`src/rtl/pipe_mem_stage_if.sv`:
```
// Data-memory bus between the MEM stage (master) and the memory system (slave).
//
// Handshake: the master holds d_req=1 with d_we/d_addr/d_wdata stable until it
// samples d_ack=1 on a rising edge; d_ack is a single-cycle pulse and d_rdata is
// only meaningful in that cycle. When d_req=0 the master drives d_we, d_addr and
// d_wdata to 0, and any d_ack seen then carries no meaning.
interface pipe_mem_stage_if;
  logic        d_req;
  logic        d_we;
  logic [31:0] d_addr;
  logic [31:0] d_wdata;
  logic        d_ack;
  logic [31:0] d_rdata;

  modport master (
    output d_req,
    output d_we,
    output d_addr,
    output d_wdata,
    input  d_ack,
    input  d_rdata
  );

  modport slave (
    input  d_req,
    input  d_we,
    input  d_addr,
    input  d_wdata,
    output d_ack,
    output d_rdata
  );
endinterface

```
`src/rtl/pipe_mem_stage.sv`:
```
// MEM stage plus MEM/WB pipeline register.
// Issues the data-memory load/store over a req/ack bus, stalls the upstream
// pipeline while the access is outstanding, abandons it after TIMEOUT wait
// cycles (bus_err pulse) and registers the results toward WB.
// Optional: define MEM_ALIGN_CHECK_EN to add the mexc output; misaligned
// accesses (malu[1:0] != 0) are then dropped as a bubble and flagged on mexc.
// fsm_state exposes the FSM (0 = IDLE, 1 = BUSY) for observation.
module pipe_mem_stage #(
  parameter int TIMEOUT = 15
) (
  input  logic             clk,
  input  logic             clrn,
  input  logic             mwreg,
  input  logic             mm2reg,
  input  logic             mwmem,
  input  logic [31:0]      malu,
  input  logic [31:0]      mb,
  input  logic [4:0]       mrn,
  pipe_mem_stage_if.master bus,
  output logic             mem_stall,
  output logic             bus_err,
  output logic             wwreg,
  output logic             wm2reg,
  output logic [31:0]      wmo,
  output logic [31:0]      walu,
  output logic [4:0]       wrn,
  output logic             fsm_state
`ifdef MEM_ALIGN_CHECK_EN
  ,
  output logic             mexc
`endif
);

  localparam int CW = $clog2(TIMEOUT + 1);
  localparam logic [CW-1:0] CNT_MAX = CW'(TIMEOUT);

  typedef enum logic {
    IDLE = 1'b0,
    BUSY = 1'b1
  } state_t;

  state_t        state_q, state_d;
  logic [CW-1:0] cnt_q, cnt_d;

  logic access;       // instruction in MEM touches memory
  logic misalign;     // access dropped by the alignment check
  logic bus_access;   // access that actually goes onto the bus
  logic req;          // d_req, forced low while in reset
  logic timeout_hit;  // final wait cycle expired without an ack
  logic stall_raw;    // waiting on the bus this cycle
  logic bubble;       // MEM/WB loads all zeros this cycle
  logic take_data;    // load completes this cycle, latch d_rdata

  // Classify the instruction currently in MEM.
  always_comb begin
    access   = mm2reg | mwmem;
`ifdef MEM_ALIGN_CHECK_EN
    misalign = access & (malu[1:0] != 2'b00);
`else
    misalign = 1'b0;
`endif
    bus_access = access & ~misalign;
    req        = bus_access & clrn;
  end

  // State register and wait counter.
  always_ff @(posedge clk or negedge clrn) begin
    if (!clrn) begin
      state_q <= IDLE;
      cnt_q   <= '0;
    end else begin
      state_q <= state_d;
      cnt_q   <= cnt_d;
    end
  end

  // Next-state logic: IDLE enters BUSY only when the first cycle goes unacked;
  // BUSY leaves on ack or when the counter has reached TIMEOUT.
  always_comb begin
    state_d = state_q;
    cnt_d   = cnt_q;
    case (state_q)
      IDLE: begin
        if (bus_access && !bus.d_ack) begin
          state_d = BUSY;
          cnt_d   = CW'(1);
        end
      end
      BUSY: begin
        if (!bus_access || bus.d_ack || (cnt_q >= CNT_MAX)) begin
          state_d = IDLE;
          cnt_d   = '0;
        end else begin
          cnt_d = cnt_q + 1'b1;
        end
      end
      default: begin
        state_d = IDLE;
        cnt_d   = '0;
      end
    endcase
  end

  // Output logic: bus drive, stall and MEM/WB load controls. An ack always
  // wins over the timeout in the same cycle.
  always_comb begin
    timeout_hit = (state_q == BUSY) && bus_access && !bus.d_ack && (cnt_q >= CNT_MAX);
    stall_raw   = bus_access && !bus.d_ack && !timeout_hit;
    bubble      = stall_raw || misalign;
    take_data   = bus_access && bus.d_ack && mm2reg && !mwmem;
    mem_stall   = stall_raw && clrn;

    bus.d_req   = req;
    bus.d_we    = req & mwmem;
    bus.d_addr  = req ? malu : 32'h0;
    bus.d_wdata = req ? mb   : 32'h0;

    fsm_state   = state_q;
  end

  // MEM/WB pipeline register and the registered error pulse(s).
  always_ff @(posedge clk or negedge clrn) begin
    if (!clrn) begin
      wwreg   <= 1'b0;
      wm2reg  <= 1'b0;
      wmo     <= 32'h0;
      walu    <= 32'h0;
      wrn     <= 5'h0;
      bus_err <= 1'b0;
    end else begin
      bus_err <= timeout_hit;
      if (bubble) begin
        wwreg  <= 1'b0;
        wm2reg <= 1'b0;
        wmo    <= 32'h0;
        walu   <= 32'h0;
        wrn    <= 5'h0;
      end else begin
        // A timed-out access still retires, but must not write the register file.
        wwreg  <= mwreg & ~timeout_hit;
        wm2reg <= mm2reg;
        wmo    <= take_data ? bus.d_rdata : 32'h0;
        walu   <= malu;
        wrn    <= mrn;
      end
    end
  end

`ifdef MEM_ALIGN_CHECK_EN
  // One-cycle exception pulse following a dropped misaligned access.
  always_ff @(posedge clk or negedge clrn) begin
    if (!clrn) begin
      mexc <= 1'b0;
    end else begin
      mexc <= misalign;
    end
  end
`endif

endmodule

```
`src/flat_wrapper.sv`:
```
// flat-port wrapper written by rule: the top's interface ports become plain ports
module pipe_mem_stage_flat 
#(
  parameter int TIMEOUT = 15
)
  (clk, clrn, mwreg, mm2reg, mwmem, malu, mb, mrn, mem_stall, bus_err, wwreg, wm2reg, wmo, walu, wrn, fsm_state, bus_d_req, bus_d_we, bus_d_addr, bus_d_wdata, bus_d_ack, bus_d_rdata);
  pipe_mem_stage_if bus_i ();
  input  logic clk;
  input  logic clrn;
  input  logic mwreg;
  input  logic mm2reg;
  input  logic mwmem;
  input  logic [31:0] malu;
  input  logic [31:0] mb;
  input  logic [4:0] mrn;
  output logic mem_stall;
  output logic bus_err;
  output logic wwreg;
  output logic wm2reg;
  output logic [31:0] wmo;
  output logic [31:0] walu;
  output logic [4:0] wrn;
  output logic fsm_state;
  output wire logic [$bits(bus_i.d_req)-1:0] bus_d_req;
  output wire logic [$bits(bus_i.d_we)-1:0] bus_d_we;
  output wire logic [$bits(bus_i.d_addr)-1:0] bus_d_addr;
  output wire logic [$bits(bus_i.d_wdata)-1:0] bus_d_wdata;
  input wire logic [$bits(bus_i.d_ack)-1:0] bus_d_ack;
  input wire logic [$bits(bus_i.d_rdata)-1:0] bus_d_rdata;
  assign bus_d_req = bus_i.d_req;
  assign bus_d_we = bus_i.d_we;
  assign bus_d_addr = bus_i.d_addr;
  assign bus_d_wdata = bus_i.d_wdata;
  assign bus_i.d_ack = bus_d_ack;
  assign bus_i.d_rdata = bus_d_rdata;
  pipe_mem_stage #(.TIMEOUT(TIMEOUT)) u_core (.clk(clk), .clrn(clrn), .mwreg(mwreg), .mm2reg(mm2reg), .mwmem(mwmem), .malu(malu), .mb(mb), .mrn(mrn), .bus(bus_i), .mem_stall(mem_stall), .bus_err(bus_err), .wwreg(wwreg), .wm2reg(wm2reg), .wmo(wmo), .walu(walu), .wrn(wrn), .fsm_state(fsm_state));
endmodule
```
`config.mk`:
```
export PLATFORM = sky130hd
export DESIGN_NAME = pipe_mem_stage_flat
export DESIGN_NICKNAME = d
export VERILOG_FILES = /design/src/rtl/pipe_mem_stage_if.sv /design/src/rtl/pipe_mem_stage.sv /design/src/flat_wrapper.sv
export SDC_FILE = /design/constraint.sdc
export NUM_CORES = 1
export LEC_CHECK = 0
export BUFFER_PORTS_ARGS = -buffer_cell sky130_fd_sc_hd__buf_2
export CAP_MARGIN = 15
export CORE_AREA = 2 2 95 97
export CTS_CLUSTER_SIZE = 14
export DETAILED_ROUTE_END_ITERATION = 16
export DIE_AREA = 0 0 97 99
export PLACE_DENSITY = 0.76
export SETUP_SLACK_MARGIN = 0.4
export SYNTH_ARGS = -nofsm -noshare
export SYNTH_HDL_FRONTEND = slang
export SYNTH_SLANG_ARGS = --single-unit
```
`constraint.sdc`:
```
create_clock -name clk -period 4.6 [get_ports clk]
set_clock_uncertainty 0.15 [all_clocks]
set_input_delay 0.23 -clock clk [delete_from_list [all_inputs] [get_ports clk]]
set_output_delay 0.23 -clock clk [all_outputs]
set_load 0.01 [all_outputs]
```
==> impl_metrics.toml <==
[sta]
tns_ns = 0
relSlewSlack_pct = 37.2
tightestPinTransition_ns = 0.942
finalSetupViolations = 0
min_period_ns = 3.10
maxSlewViolCount = 0
fmax_mhz = 323
rsz0062_at_grt = "false"
timing.final.crit_share_pct = 67.4
hold_viol_final = 0

[clock_tree]
cts_buffers = 9
cts_tree = "done"
max-clock-path-buffers = 2
clock_latency_ns = 0.34
h-tree-depth = 3
cts.sinks = 77
clkSlewWorstSetupHoldPaths_ns = 0.07
cts_resized = 0
clock-root-buffer = "clkbuf_8"

[synth]
synthMuxAreaShare_pct = 0.358
synth_compound_area_share_pct = 2.03
synth_cells = 256
async_flop_share_pct = 100
netlist_area_um2 = 3140
synth_top_area_share_pct = 61.3
avgSynthCellArea_um2 = 12.3
synth_area_leaders = "dfrtp_1, and2_1, and2_4"
synth_fp_nets = 364
synth_common_cells = "and2_1, dfrtp_1, and2_4"
synth_simple_gate_area_share_pct = 32.1
synth_ff_type = "dfrtp_1"
synth_fa_ha_area_share_pct = 0.398
synth_top_family_by_area = "simple AND/OR/NAND/NOR gates"
synth_xor_area_share_pct = 0.279
synth_cell_types = 27
yosysMostFrequentCell = "and2_1"
synth_area_leader_cell = "dfrtp_1"
ys_seq_area_share_pct = 61.3
ys_ff_latch = 77
synth-edff-count = 0
yosysWarnings = 0

[setup_path]
worstPathRequired_ns = 4.22
cp_max_fo = 80
endpoint_kind = "output port"
r2r-start = "u_core.cnt_q[0]"
rrSetupSlack_ns = 2.64
crit_type = "in -> out"
r2r_cells = 4
start_kind = "primary input"
crit_arrival_ns = 2.72
startpoint = "clrn"
r2r-end = "u_core.wm2reg"

[finish]
nFillCells = 706
area.growth.synth_to_final_pct = 70.2
drive_above_1_share_pct = 51.1
nets = 680
post-route-cell-area_um2 = 5350
n_antenna_cell = 0
stdcell_count = 685

[global_route]
grt_first_pass_wirelength_mm = 14.7
overflow = 0
track_usage_pct = 19.2
grt_pass1_vias = 3144
antenna_found_initial = 0
grt_max_degree = 81

[floorplanning]
pin_count = 247
initial_core_util_pct = 36.8
fp.dieH_um = 99
die_width_um = 97
die_area_um2 = 9600
num_rows = 34
core_area_um2 = 8550

[routing]
drt-wirelength-per-cell_um = 13.6
route.detailed.drc = 0
antenna_left = 0
finalWirelength_mm = 9.32
vias = 2975
routed_via_density = 4.34
firstDrtPassIters = 4
drt_iter0_drc = 92

[worst_hold_path]
hold_path_end = "u_core.walu[4]"
worstHoldPathType = "in -> reg"
min_path_cells = 2
hold_path.startpoint = "malu[4]"

[placement]
port-buffer-count = 246
hpwl_mm = 6.17
dp.cells = 597
place_area_um2 = 4420
gp_congestion = 0.816

[power]
power_density_nw_per_um2 = 283
p_leak_nw = 3.03
vdd_drop_max_mv = 0.171

[status]
outcome = "finished clean"

[job]
cap_violations = 0
per-layer routing:
| metal | vias to the layer above | track usage [%] | wire [um] |
|---|---|---|---|
| li1 | 1416 | - | - |
| met1 | 1369 | 21.5 | 3510 |
| met2 | 169 | 35.9 | 4980 |
| met3 | 21 | 3.55 | 596 |
| met4 | 0 | 7.91 | 229 |
| met5 | - | 0 | 0 |
worst max path at each step:
stage / to / slack [ns] / cells after the start
floorplan: mem_stall / 3.03 / 6
detailed placement: bus_d_addr[15] / 1.97 / 4
global route: bus_d_wdata[14] / 1.15 / 5
global placement: bus_d_addr[15] / 2.06 / 4
finish: bus_d_wdata[14] / 1.50 / 5
CTS: bus_d_wdata[8] / 1.42 / 5
power breakdown:
part	leakage, nW	internal, mW	switching [mW]	total (mW)
logic	1.92	0.156	0.128	0.283
clock network	0.0955	0.269	0.243	0.512
registers	1.01	0.708	0.0123	0.720
cell type report:
type                    count  area, um^2  area share [%]
inverters                   3        11.3           0.210
flip-flops and latches     77        1930            36.0
clock buffers              10         138            2.57
multi-input cells         162        1110            20.7
repair buffers            319        1960            36.7
clock inverters             6        70.1            1.31
well taps                 108         135            2.53
stage by stage:
stage          util [%]  total power, mW  setup WS, ns  hold WS (ns)
6_report           62.6             1.52          1.50        0.0229
5_1_grt            62.6             1.60          1.15       0.00883
4_1_cts            62.6             1.54          1.42       0.00114
3_5_place_dp       51.7            0.969          1.97         0.286
3_3_place_gp       51.7            0.964          2.06         0.274
2_1_floorplan         -            0.845          3.03        -0.216
cell usage in the layout, fill, tap and decap left out, types with 3 or more instances in the layout:
cell type / instances
nor2_1: 3
and2_2: 8
inv_1: 3
clkbuf_8: 10
clkinvlp_4: 3
and2_4: 17
nand2_1: 5
and2_1: 111
dfrtp_1: 77
dlygate4sd3_1: 72
buf_2: 245
kinds of logic (layout without fill, tap and decap cells):
group                    Yosys count  after routing
AO/OA/AOI/OAI                      7              7
adder cells (fa/ha/maj)            1              1
multiplexers                       1              1
flip-flops                        77             77
buffers and inverters             17            338
XOR/XNOR                           1              1
AND/OR/NAND/NOR                  152            152
repair_timing:
action,4_1_cts,5_1_grt
hold buffers,72,0
endpoints found under the hold margin,147,0
buffers inserted,0,0
setup endpoints to repair,0,0
worst max-delay path, cell delays in order:
cell	delay [ns]
dlygate4sd3_1	0.53
buf_4	0.72
o21a_2	0.83
and2_1	0.24
buf_2	0.14
sequential cells by signal, summed over array words and instances, names as in the netlist:
name,flops
u_core.bus_err,1
u_core.cnt_q,4
u_core.fsm_state,1
u_core.walu,32
u_core.wm2reg,1
u_core.wmo,32
u_core.wrn,5
u_core.wwreg,1
(Power assumes the default switching activity.)
